--- src/rtl/rv32im_mem_arbiter_pkg.sv ---
// Shared types for the IFU/LSU memory-port arbiter: FSM state and owner encodings.
// Supplies API_DATA_WIDTH / LSU_OPCODE_WIDTH defaults when no core-wide header defines them.
`ifndef API_DATA_WIDTH
`define API_DATA_WIDTH 32
`endif
`ifndef LSU_OPCODE_WIDTH
`define LSU_OPCODE_WIDTH 4
`endif

package rv32im_mem_arbiter_pkg;

  localparam int unsigned MEMARB_DATA_W = `API_DATA_WIDTH;

  typedef enum logic [1:0] {
    MEMARB_IDLE     = 2'd0,
    MEMARB_BUSY_IFU = 2'd1,
    MEMARB_BUSY_LSU = 2'd2
  } memarb_state_e;

  typedef enum logic {
    MEMARB_OWNER_IFU = 1'b0,
    MEMARB_OWNER_LSU = 1'b1
  } memarb_owner_e;

  function automatic memarb_state_e memarb_busy_state(input memarb_owner_e owner);
    return (owner == MEMARB_OWNER_LSU) ? MEMARB_BUSY_LSU : MEMARB_BUSY_IFU;
  endfunction

endpackage

--- src/rtl/rv32im_mem_arbiter_if.sv ---
// Bundle of IFU, LSU and memory-side signals of the arbiter; slave = arbiter side,
// master = requesters plus memory.
interface rv32im_mem_arbiter_if
  import rv32im_mem_arbiter_pkg::*;
#(
  parameter int unsigned DATA_W = MEMARB_DATA_W,
  parameter int unsigned ADDR_W = 32,
  parameter int unsigned BE_W   = DATA_W / 8
);
  logic              ifu_req_i;
  logic [ADDR_W-1:0] ifu_addr_i;
  logic              ifu_gnt_o;
  logic              ifu_rvalid_o;
  logic [DATA_W-1:0] ifu_rdata_o;

  logic              lsu_req_i;
  logic              lsu_we_i;
  logic [BE_W-1:0]   lsu_be_i;
  logic [ADDR_W-1:0] lsu_addr_i;
  logic [DATA_W-1:0] lsu_wdata_i;
  logic              lsu_gnt_o;
  logic              lsu_rvalid_o;
  logic [DATA_W-1:0] lsu_rdata_o;

  logic              mem_req_o;
  logic              mem_we_o;
  logic [BE_W-1:0]   mem_be_o;
  logic [ADDR_W-1:0] mem_addr_o;
  logic [DATA_W-1:0] mem_wdata_o;
  logic              mem_ready_i;
  logic [DATA_W-1:0] mem_rdata_i;

  modport slave (
    input  ifu_req_i, ifu_addr_i,
    output ifu_gnt_o, ifu_rvalid_o, ifu_rdata_o,
    input  lsu_req_i, lsu_we_i, lsu_be_i, lsu_addr_i, lsu_wdata_i,
    output lsu_gnt_o, lsu_rvalid_o, lsu_rdata_o,
    output mem_req_o, mem_we_o, mem_be_o, mem_addr_o, mem_wdata_o,
    input  mem_ready_i, mem_rdata_i
  );

  modport master (
    output ifu_req_i, ifu_addr_i,
    input  ifu_gnt_o, ifu_rvalid_o, ifu_rdata_o,
    output lsu_req_i, lsu_we_i, lsu_be_i, lsu_addr_i, lsu_wdata_i,
    input  lsu_gnt_o, lsu_rvalid_o, lsu_rdata_o,
    input  mem_req_o, mem_we_o, mem_be_o, mem_addr_o, mem_wdata_o,
    output mem_ready_i, mem_rdata_i
  );
endinterface

--- src/rtl/rv32im_memarb_pick.sv ---
// Combinational winner selection between IFU and LSU requests.
// API_MEMARB_RR_EN selects round-robin on conflicts; otherwise the LSU always wins.
module rv32im_memarb_pick
  import rv32im_mem_arbiter_pkg::*;
(
  input  logic          ifu_req_i,
  input  logic          lsu_req_i,
  input  memarb_owner_e last_owner_i,
  output logic          valid_o,
  output memarb_owner_e owner_o
);

  always_comb begin
    valid_o = ifu_req_i | lsu_req_i;
    owner_o = MEMARB_OWNER_IFU;
`ifdef API_MEMARB_RR_EN
    if (ifu_req_i && lsu_req_i) begin
      owner_o = (last_owner_i == MEMARB_OWNER_IFU) ? MEMARB_OWNER_LSU : MEMARB_OWNER_IFU;
    end else if (lsu_req_i) begin
      owner_o = MEMARB_OWNER_LSU;
    end
`else
    if (lsu_req_i) begin
      owner_o = MEMARB_OWNER_LSU;
    end
`endif
  end

`ifndef API_MEMARB_RR_EN
  logic unused_last_owner;
  assign unused_last_owner = last_owner_i;
`endif

endmodule

--- src/rtl/rv32im_mem_arbiter.sv ---
// Shares one memory port between IFU and LSU: grant in IDLE, hold request through
// wait states, return rdata/ack to the owner. API_MEMARB_RR_EN enables round-robin.
module rv32im_mem_arbiter
  import rv32im_mem_arbiter_pkg::*;
#(
  parameter int unsigned DATA_W = MEMARB_DATA_W,
  parameter int unsigned ADDR_W = 32,
  parameter int unsigned BE_W   = DATA_W / 8
)(
  input logic                  clk_i,
  input logic                  rst_n_i,
  rv32im_mem_arbiter_if.slave  bus
);

  memarb_state_e     state_q, state_d;
  logic              mem_req_q, mem_req_d;
  logic              mem_we_q, mem_we_d;
  logic [BE_W-1:0]   mem_be_q, mem_be_d;
  logic [ADDR_W-1:0] mem_addr_q, mem_addr_d;
  logic [DATA_W-1:0] mem_wdata_q, mem_wdata_d;
  logic              ifu_rvalid_q, ifu_rvalid_d;
  logic              lsu_rvalid_q, lsu_rvalid_d;
  logic [DATA_W-1:0] ifu_rdata_q, ifu_rdata_d;
  logic [DATA_W-1:0] lsu_rdata_q, lsu_rdata_d;
  logic              ifu_gnt, lsu_gnt;
  logic              pick_valid;
  memarb_owner_e     pick_owner;
  memarb_owner_e     last_owner;

`ifdef API_MEMARB_RR_EN
  memarb_owner_e     last_owner_q, last_owner_d;
  assign last_owner = last_owner_q;
`else
  assign last_owner = MEMARB_OWNER_IFU;
`endif

  rv32im_memarb_pick u_pick (
    .ifu_req_i    (bus.ifu_req_i),
    .lsu_req_i    (bus.lsu_req_i),
    .last_owner_i (last_owner),
    .valid_o      (pick_valid),
    .owner_o      (pick_owner)
  );

  always_comb begin
    state_d      = state_q;
    mem_req_d    = mem_req_q;
    mem_we_d     = mem_we_q;
    mem_be_d     = mem_be_q;
    mem_addr_d   = mem_addr_q;
    mem_wdata_d  = mem_wdata_q;
    ifu_rvalid_d = 1'b0;
    lsu_rvalid_d = 1'b0;
    ifu_rdata_d  = ifu_rdata_q;
    lsu_rdata_d  = lsu_rdata_q;
    ifu_gnt      = 1'b0;
    lsu_gnt      = 1'b0;
`ifdef API_MEMARB_RR_EN
    last_owner_d = last_owner_q;
`endif

    case (state_q)
      MEMARB_IDLE: begin
        // Grant is combinational so the requester can drop its request next cycle.
        if (pick_valid) begin
          state_d   = memarb_busy_state(pick_owner);
          mem_req_d = 1'b1;
`ifdef API_MEMARB_RR_EN
          last_owner_d = pick_owner;
`endif
          if (pick_owner == MEMARB_OWNER_LSU) begin
            lsu_gnt     = 1'b1;
            mem_we_d    = bus.lsu_we_i;
            mem_be_d    = bus.lsu_be_i;
            mem_addr_d  = bus.lsu_addr_i;
            mem_wdata_d = bus.lsu_wdata_i;
          end else begin
            ifu_gnt     = 1'b1;
            mem_we_d    = 1'b0;
            mem_be_d    = '1;
            mem_addr_d  = bus.ifu_addr_i;
            mem_wdata_d = '0;
          end
        end
      end
      MEMARB_BUSY_IFU: begin
        if (bus.mem_ready_i) begin
          ifu_rdata_d  = bus.mem_rdata_i;
          ifu_rvalid_d = 1'b1;
          mem_req_d    = 1'b0;
          state_d      = MEMARB_IDLE;
        end
      end
      MEMARB_BUSY_LSU: begin
        if (bus.mem_ready_i) begin
          if (!mem_we_q) begin
            lsu_rdata_d = bus.mem_rdata_i;
          end
          lsu_rvalid_d = 1'b1;
          mem_req_d    = 1'b0;
          state_d      = MEMARB_IDLE;
        end
      end
      default: begin
        mem_req_d = 1'b0;
        state_d   = MEMARB_IDLE;
      end
    endcase
  end

  always_ff @(posedge clk_i or negedge rst_n_i) begin
    if (!rst_n_i) begin
      state_q      <= MEMARB_IDLE;
      mem_req_q    <= 1'b0;
      mem_we_q     <= 1'b0;
      mem_be_q     <= '0;
      mem_addr_q   <= '0;
      mem_wdata_q  <= '0;
      ifu_rvalid_q <= 1'b0;
      lsu_rvalid_q <= 1'b0;
      ifu_rdata_q  <= '0;
      lsu_rdata_q  <= '0;
`ifdef API_MEMARB_RR_EN
      last_owner_q <= MEMARB_OWNER_IFU;
`endif
    end else begin
      state_q      <= state_d;
      mem_req_q    <= mem_req_d;
      mem_we_q     <= mem_we_d;
      mem_be_q     <= mem_be_d;
      mem_addr_q   <= mem_addr_d;
      mem_wdata_q  <= mem_wdata_d;
      ifu_rvalid_q <= ifu_rvalid_d;
      lsu_rvalid_q <= lsu_rvalid_d;
      ifu_rdata_q  <= ifu_rdata_d;
      lsu_rdata_q  <= lsu_rdata_d;
`ifdef API_MEMARB_RR_EN
      last_owner_q <= last_owner_d;
`endif
    end
  end

  assign bus.ifu_gnt_o    = ifu_gnt;
  assign bus.lsu_gnt_o    = lsu_gnt;
  assign bus.ifu_rvalid_o = ifu_rvalid_q;
  assign bus.lsu_rvalid_o = lsu_rvalid_q;
  assign bus.ifu_rdata_o  = ifu_rdata_q;
  assign bus.lsu_rdata_o  = lsu_rdata_q;
  assign bus.mem_req_o    = mem_req_q;
  assign bus.mem_we_o     = mem_we_q;
  assign bus.mem_be_o     = mem_be_q;
  assign bus.mem_addr_o   = mem_addr_q;
  assign bus.mem_wdata_o  = mem_wdata_q;

endmodule

--- src/flat_wrapper.sv ---
// flat-port wrapper written by rule: the top's interface ports become plain ports
module rv32im_mem_arbiter_flat import rv32im_mem_arbiter_pkg::*;
#(
  parameter int unsigned DATA_W = MEMARB_DATA_W,
  parameter int unsigned ADDR_W = 32,
  parameter int unsigned BE_W   = DATA_W / 8
)
  (clk_i, rst_n_i, bus_ifu_req_i, bus_ifu_addr_i, bus_ifu_gnt_o, bus_ifu_rvalid_o, bus_ifu_rdata_o, bus_lsu_req_i, bus_lsu_we_i, bus_lsu_be_i, bus_lsu_addr_i, bus_lsu_wdata_i, bus_lsu_gnt_o, bus_lsu_rvalid_o, bus_lsu_rdata_o, bus_mem_req_o, bus_mem_we_o, bus_mem_be_o, bus_mem_addr_o, bus_mem_wdata_o, bus_mem_ready_i, bus_mem_rdata_i);
  rv32im_mem_arbiter_if #(.DATA_W(DATA_W), .ADDR_W(ADDR_W), .BE_W(BE_W)) bus_i ();
  input logic clk_i;
  input logic rst_n_i;
  input wire logic [$bits(bus_i.ifu_req_i)-1:0] bus_ifu_req_i;
  input wire logic [$bits(bus_i.ifu_addr_i)-1:0] bus_ifu_addr_i;
  output wire logic [$bits(bus_i.ifu_gnt_o)-1:0] bus_ifu_gnt_o;
  output wire logic [$bits(bus_i.ifu_rvalid_o)-1:0] bus_ifu_rvalid_o;
  output wire logic [$bits(bus_i.ifu_rdata_o)-1:0] bus_ifu_rdata_o;
  input wire logic [$bits(bus_i.lsu_req_i)-1:0] bus_lsu_req_i;
  input wire logic [$bits(bus_i.lsu_we_i)-1:0] bus_lsu_we_i;
  input wire logic [$bits(bus_i.lsu_be_i)-1:0] bus_lsu_be_i;
  input wire logic [$bits(bus_i.lsu_addr_i)-1:0] bus_lsu_addr_i;
  input wire logic [$bits(bus_i.lsu_wdata_i)-1:0] bus_lsu_wdata_i;
  output wire logic [$bits(bus_i.lsu_gnt_o)-1:0] bus_lsu_gnt_o;
  output wire logic [$bits(bus_i.lsu_rvalid_o)-1:0] bus_lsu_rvalid_o;
  output wire logic [$bits(bus_i.lsu_rdata_o)-1:0] bus_lsu_rdata_o;
  output wire logic [$bits(bus_i.mem_req_o)-1:0] bus_mem_req_o;
  output wire logic [$bits(bus_i.mem_we_o)-1:0] bus_mem_we_o;
  output wire logic [$bits(bus_i.mem_be_o)-1:0] bus_mem_be_o;
  output wire logic [$bits(bus_i.mem_addr_o)-1:0] bus_mem_addr_o;
  output wire logic [$bits(bus_i.mem_wdata_o)-1:0] bus_mem_wdata_o;
  input wire logic [$bits(bus_i.mem_ready_i)-1:0] bus_mem_ready_i;
  input wire logic [$bits(bus_i.mem_rdata_i)-1:0] bus_mem_rdata_i;
  assign bus_i.ifu_req_i = bus_ifu_req_i;
  assign bus_i.ifu_addr_i = bus_ifu_addr_i;
  assign bus_ifu_gnt_o = bus_i.ifu_gnt_o;
  assign bus_ifu_rvalid_o = bus_i.ifu_rvalid_o;
  assign bus_ifu_rdata_o = bus_i.ifu_rdata_o;
  assign bus_i.lsu_req_i = bus_lsu_req_i;
  assign bus_i.lsu_we_i = bus_lsu_we_i;
  assign bus_i.lsu_be_i = bus_lsu_be_i;
  assign bus_i.lsu_addr_i = bus_lsu_addr_i;
  assign bus_i.lsu_wdata_i = bus_lsu_wdata_i;
  assign bus_lsu_gnt_o = bus_i.lsu_gnt_o;
  assign bus_lsu_rvalid_o = bus_i.lsu_rvalid_o;
  assign bus_lsu_rdata_o = bus_i.lsu_rdata_o;
  assign bus_mem_req_o = bus_i.mem_req_o;
  assign bus_mem_we_o = bus_i.mem_we_o;
  assign bus_mem_be_o = bus_i.mem_be_o;
  assign bus_mem_addr_o = bus_i.mem_addr_o;
  assign bus_mem_wdata_o = bus_i.mem_wdata_o;
  assign bus_i.mem_ready_i = bus_mem_ready_i;
  assign bus_i.mem_rdata_i = bus_mem_rdata_i;
  rv32im_mem_arbiter #(.DATA_W(DATA_W), .ADDR_W(ADDR_W), .BE_W(BE_W)) u_core (.clk_i(clk_i), .rst_n_i(rst_n_i), .bus(bus_i));
endmodule
--- config.mk ---
export PLATFORM = sky130hd
export DESIGN_NAME = rv32im_mem_arbiter_flat
export DESIGN_NICKNAME = d
export VERILOG_FILES = /design/src/rtl/rv32im_mem_arbiter_pkg.sv /design/src/rtl/rv32im_mem_arbiter_if.sv /design/src/rtl/rv32im_memarb_pick.sv /design/src/rtl/rv32im_mem_arbiter.sv /design/src/flat_wrapper.sv
export SDC_FILE = /design/constraint.sdc
export NUM_CORES = 1
export LEC_CHECK = 0
export CAP_MARGIN = 5
export CELL_PAD_IN_SITES_DETAIL_PLACEMENT = 1
export CELL_PAD_IN_SITES_GLOBAL_PLACEMENT = 1
export CORE_AREA = 2 2 133 135
export DETAILED_ROUTE_END_ITERATION = 8
export DIE_AREA = 0 0 135 137
export PLACE_DENSITY_LB_ADDON = 0.1
export SKIP_CTS_REPAIR_TIMING = 1
export SYNTH_ARGS = -nofsm -noshare
export SYNTH_HDL_FRONTEND = slang
export SYNTH_SLANG_ARGS = --single-unit
--- constraint.sdc ---
create_clock -name clk_i -period 2.45 [get_ports clk_i]
set_input_delay 0.245 -clock clk_i [delete_from_list [all_inputs] [get_ports clk_i]]
set_output_delay 0.245 -clock clk_i [all_outputs]
set_load 0.02 [all_outputs]
==> metrics.cfg <==
[outcome]
status = finished clean

[critical_path]
crit_fanout = 7
path_class = flip-flop to output pin
end_kind = output pin
critPathRequiredTime_ns = 2.20
reg2reg_depth = 6
critPathMaxStageDelay_ns = 0.61
arrival_ns = 2.05
crit_chain = inv_1 > ha_4 > nand2_2 > inv_2 > clkdlybuf4s50_1
worst_path_max_delay_cell = clkdlybuf4s50_1
start_kind = flip-flop

[pwr]
clockPowerShare_pct = 19.5
pwr-share-comb_pct = 48.3
p_per_area_nw_per_um2 = 1360
p_int_mw = 7.86
leakagePower_nw = 4.02
swShare_pct = 36.4
power_frac_seq_pct = 32.2
p_sw_mw = 4.50
totalPowerFinal_mw = 12.4
ir_worst_vdd_uv = 576

[final_layout]
drive_gt1_share_pct = 16.1
area_growth_pct = 64.5
instances_no_fill = 903
fin_util_pct = 53.4
num-nets-final = 807
diodes = 0
fill_cells = 1745
final_cell_area_sq_um = 9110

[floorplanning]
io_pins = 276
start_util_pct = 32.5
die_h_microns = 137
core_sq_um = 17100
die_w_microns = 135
die-area_sq_um = 18500
num_rows = 48

[synth]
synth_area_leaders = dfrtp_1, mux2_4, mux2_2
yosys_warnings = 0
synth.top_cell.area_share_pct = 62.4
yosysSeqAreaShare_pct = 62.4
synth.most_common_cell = dfrtp_1
synth-main-ff-cell = dfrtp_1
async_flop_share_pct = 100
syn_area_sq_um = 5540
ys_ff_latch = 138
synth.distinct_cells = 25
syn_nets = 528
avgSynthCellArea_sq_um = 14.3
synth_edf_count = 0
synthTopCellsByCount = dfrtp_1, nand2_1, mux2_2, a22o_1, o21ai_0
synth_top_cell_by_area = dfrtp_1
postSynthCellCount = 386

[timing]
maxSlewViolCount = 0
fin_crit_ns = 2.30
grt_setup_unrepaired = false
fmax_mhz = 435
fin_skew_ns = 0.00599
worstMarginPinSlew_ns = 0.542
final_hold_viol_count = 0
max_slew_margin_pct = 63.9
period_share_pct = 93.9
setup_viol = 0

[global_routing]
gr-max-usage-layer = met2
antenna_found_initial = 0
track_usage_pct = 18.1
grt_use_met1_pct = 21.0
grt_max_degree = 79
grt_pass1_vias = 4755
grt_pass1_wl_mm = 25.6
grt_overflow = 0
met3_usage_pct = 6.44
use_met2_pct = 30.5

[detailed_routing]
ant_nets = 0
initialDrtViolationCount = 75
firstDrtPassIters = 4
viasPerCell = 4.65
via_count = 4199
drt_wl_total_mm = 16.5
wire_per_inst_microns = 18.3
drc = 0

[hold_path]
hold_class = primary input to flip-flop
min_path_cells = 2

[clock_network]
clock_latency_ns = 0.41
htreeDepth = 4
cts_buffers = 17
cts_tree = done
cts-root-buf = clkbuf_16
clockBufferDepth = 2
clk_pin_slew_ns = 0.06
clock_sinks = 138

[placement]
port_buffers = 275
hpwl_mm = 12.3
dpl_cell_area_sq_um = 8530
post-place-cells = 870
place.gp.congestion = 0.748

[job]
cap_viol_max_count = 0

cells in the final DEF (no fill, tap or decap):
cell | netlist | routed
inv_2 | 1 | 1
mux2_2 | 34 | 34
o22ai_1 | 1 | 1
a32o_1 | 1 | 1
inv_1 | 3 | 3
clkinvlp_4 | 0 | 5
nand2b_1 | 3 | 2
ha_1 | 4 | 3
nand2b_2 | 0 | 1
mux2i_1 | 32 | 32
clkinv_2 | 0 | 2
nand2_2 | 0 | 1
buf_2 | 10 | 1
and3b_1 | 1 | 1
a31oi_1 | 1 | 1
o21ai_0 | 33 | 33
nand2_1 | 35 | 34
ha_4 | 0 | 1
mux2_4 | 30 | 30
buf_12 | 0 | 3
clkinv_4 | 0 | 2
clkbuf_16 | 0 | 17
buf_4 | 3 | 5
and2_1 | 1 | 1
a22o_1 | 33 | 33
clkdlybuf4s50_1 | 0 | 273
buf_6 | 4 | 1
nor2b_1 | 2 | 2
clkbuf_1 | 6 | 2
dlygate4sd3_1 | 0 | 1
o22a_1 | 5 | 5
bufinv_16 | 0 | 1
nor2_1 | 3 | 3
inv_6 | 0 | 3
dfrtp_1 | 138 | 138
o21ai_4 | 0 | 1
metrics by stage:
stage	worst slack [ns]	setup TNS [ns]	hold slack (ns)
2_1_floorplan	0.951	0	-0.0506
3_3_place_gp	0.421	0	0.241
3_5_place_dp	0.348	0	0.241
4_1_cts	-0.128	-0.128	-0.210
5_1_grt	0.0538	0	0.206
6_report	0.151	0	0.191
layer usage:
layer	share of wire, %	vias to the layer above
li1	-	1937
met1	39	2064
met2	50	172
met3	8.0	26
met4	2.4	0
met5	0	-
path summary, 6_finish.rpt:
kind | startpoint | slack (ns) | endpoint
min in group asynchronous | rst_n_i | 0.37 | u_core.bus.ifu_rdata_o[24]
setup / recovery | u_core.state_q[0] | 0.15 | bus_lsu_gnt_o
setup reg to reg | u_core.state_q[0] | 0.53 | u_core.bus.lsu_rdata_o[22]
hold reg to reg | u_core.bus.mem_addr_o[15] | 0.48 | u_core.bus.mem_addr_o[15]
hold / removal | bus_lsu_req_i | 0.19 | u_core.state_q[0]
max in group asynchronous | rst_n_i | 1.23 | u_core.bus.ifu_rdata_o[21]
critical path, delay by kind of cell, from the launching register on:
family	cells	cell delay, ns
buf+inv	3	0.88
flops	1	0.40
fa+ha+maj	1	0.22
simple gates	1	0.13
final cells by class:
type                    instances  area [sq um]  share of cell area (%)
repair buffers                284          2860                    31.4
well taps                     225           282                    3.09
multi-input cells             220          1950                    21.4
clock buffers                  19           433                    4.75
clock inverters                13           121                    1.33
inverters                       4          15.0                   0.165
flip-flops and latches        138          3450                    37.9
flip-flops by register name (all words and copies together) (netlist names):
name / count
u_core.bus.ifu_rdata_o: 32
u_core.bus.ifu_rvalid_o: 1
u_core.bus.lsu_rdata_o: 32
u_core.bus.lsu_rvalid_o: 1
u_core.bus.mem_addr_o: 32
u_core.bus.mem_be_o: 4
u_core.bus.mem_req_o: 1
u_core.bus.mem_wdata_o: 32
u_core.bus.mem_we_o: 1
u_core.state_q: 2
power groups by stage:
stage / Sequential (mW) / Clock [mW] / Combinational (mW)
after floorplan: 5.26 / 0 / 1.69
after detailed placement: 4.01 / 0 / 6.01
after global routing: 4.13 / 2.58 / 6.34
final: 3.98 / 2.41 / 5.97
after global placement: 3.95 / 0 / 5.89
after CTS: 4.00 / 2.48 / 6.04
logic make-up (layout without fill, tap and decap cells):
group,after synthesis,count (layout),share of synthesized area (%)
mux,96,96,20.8
compound gates,75,75,9.56
fa+ha+maj,4,4,0.904
flops,138,138,62.4
simple gates,45,45,3.41
buf+inv,28,320,2.94
Note: power is estimated with default switching activity, not from simulation.
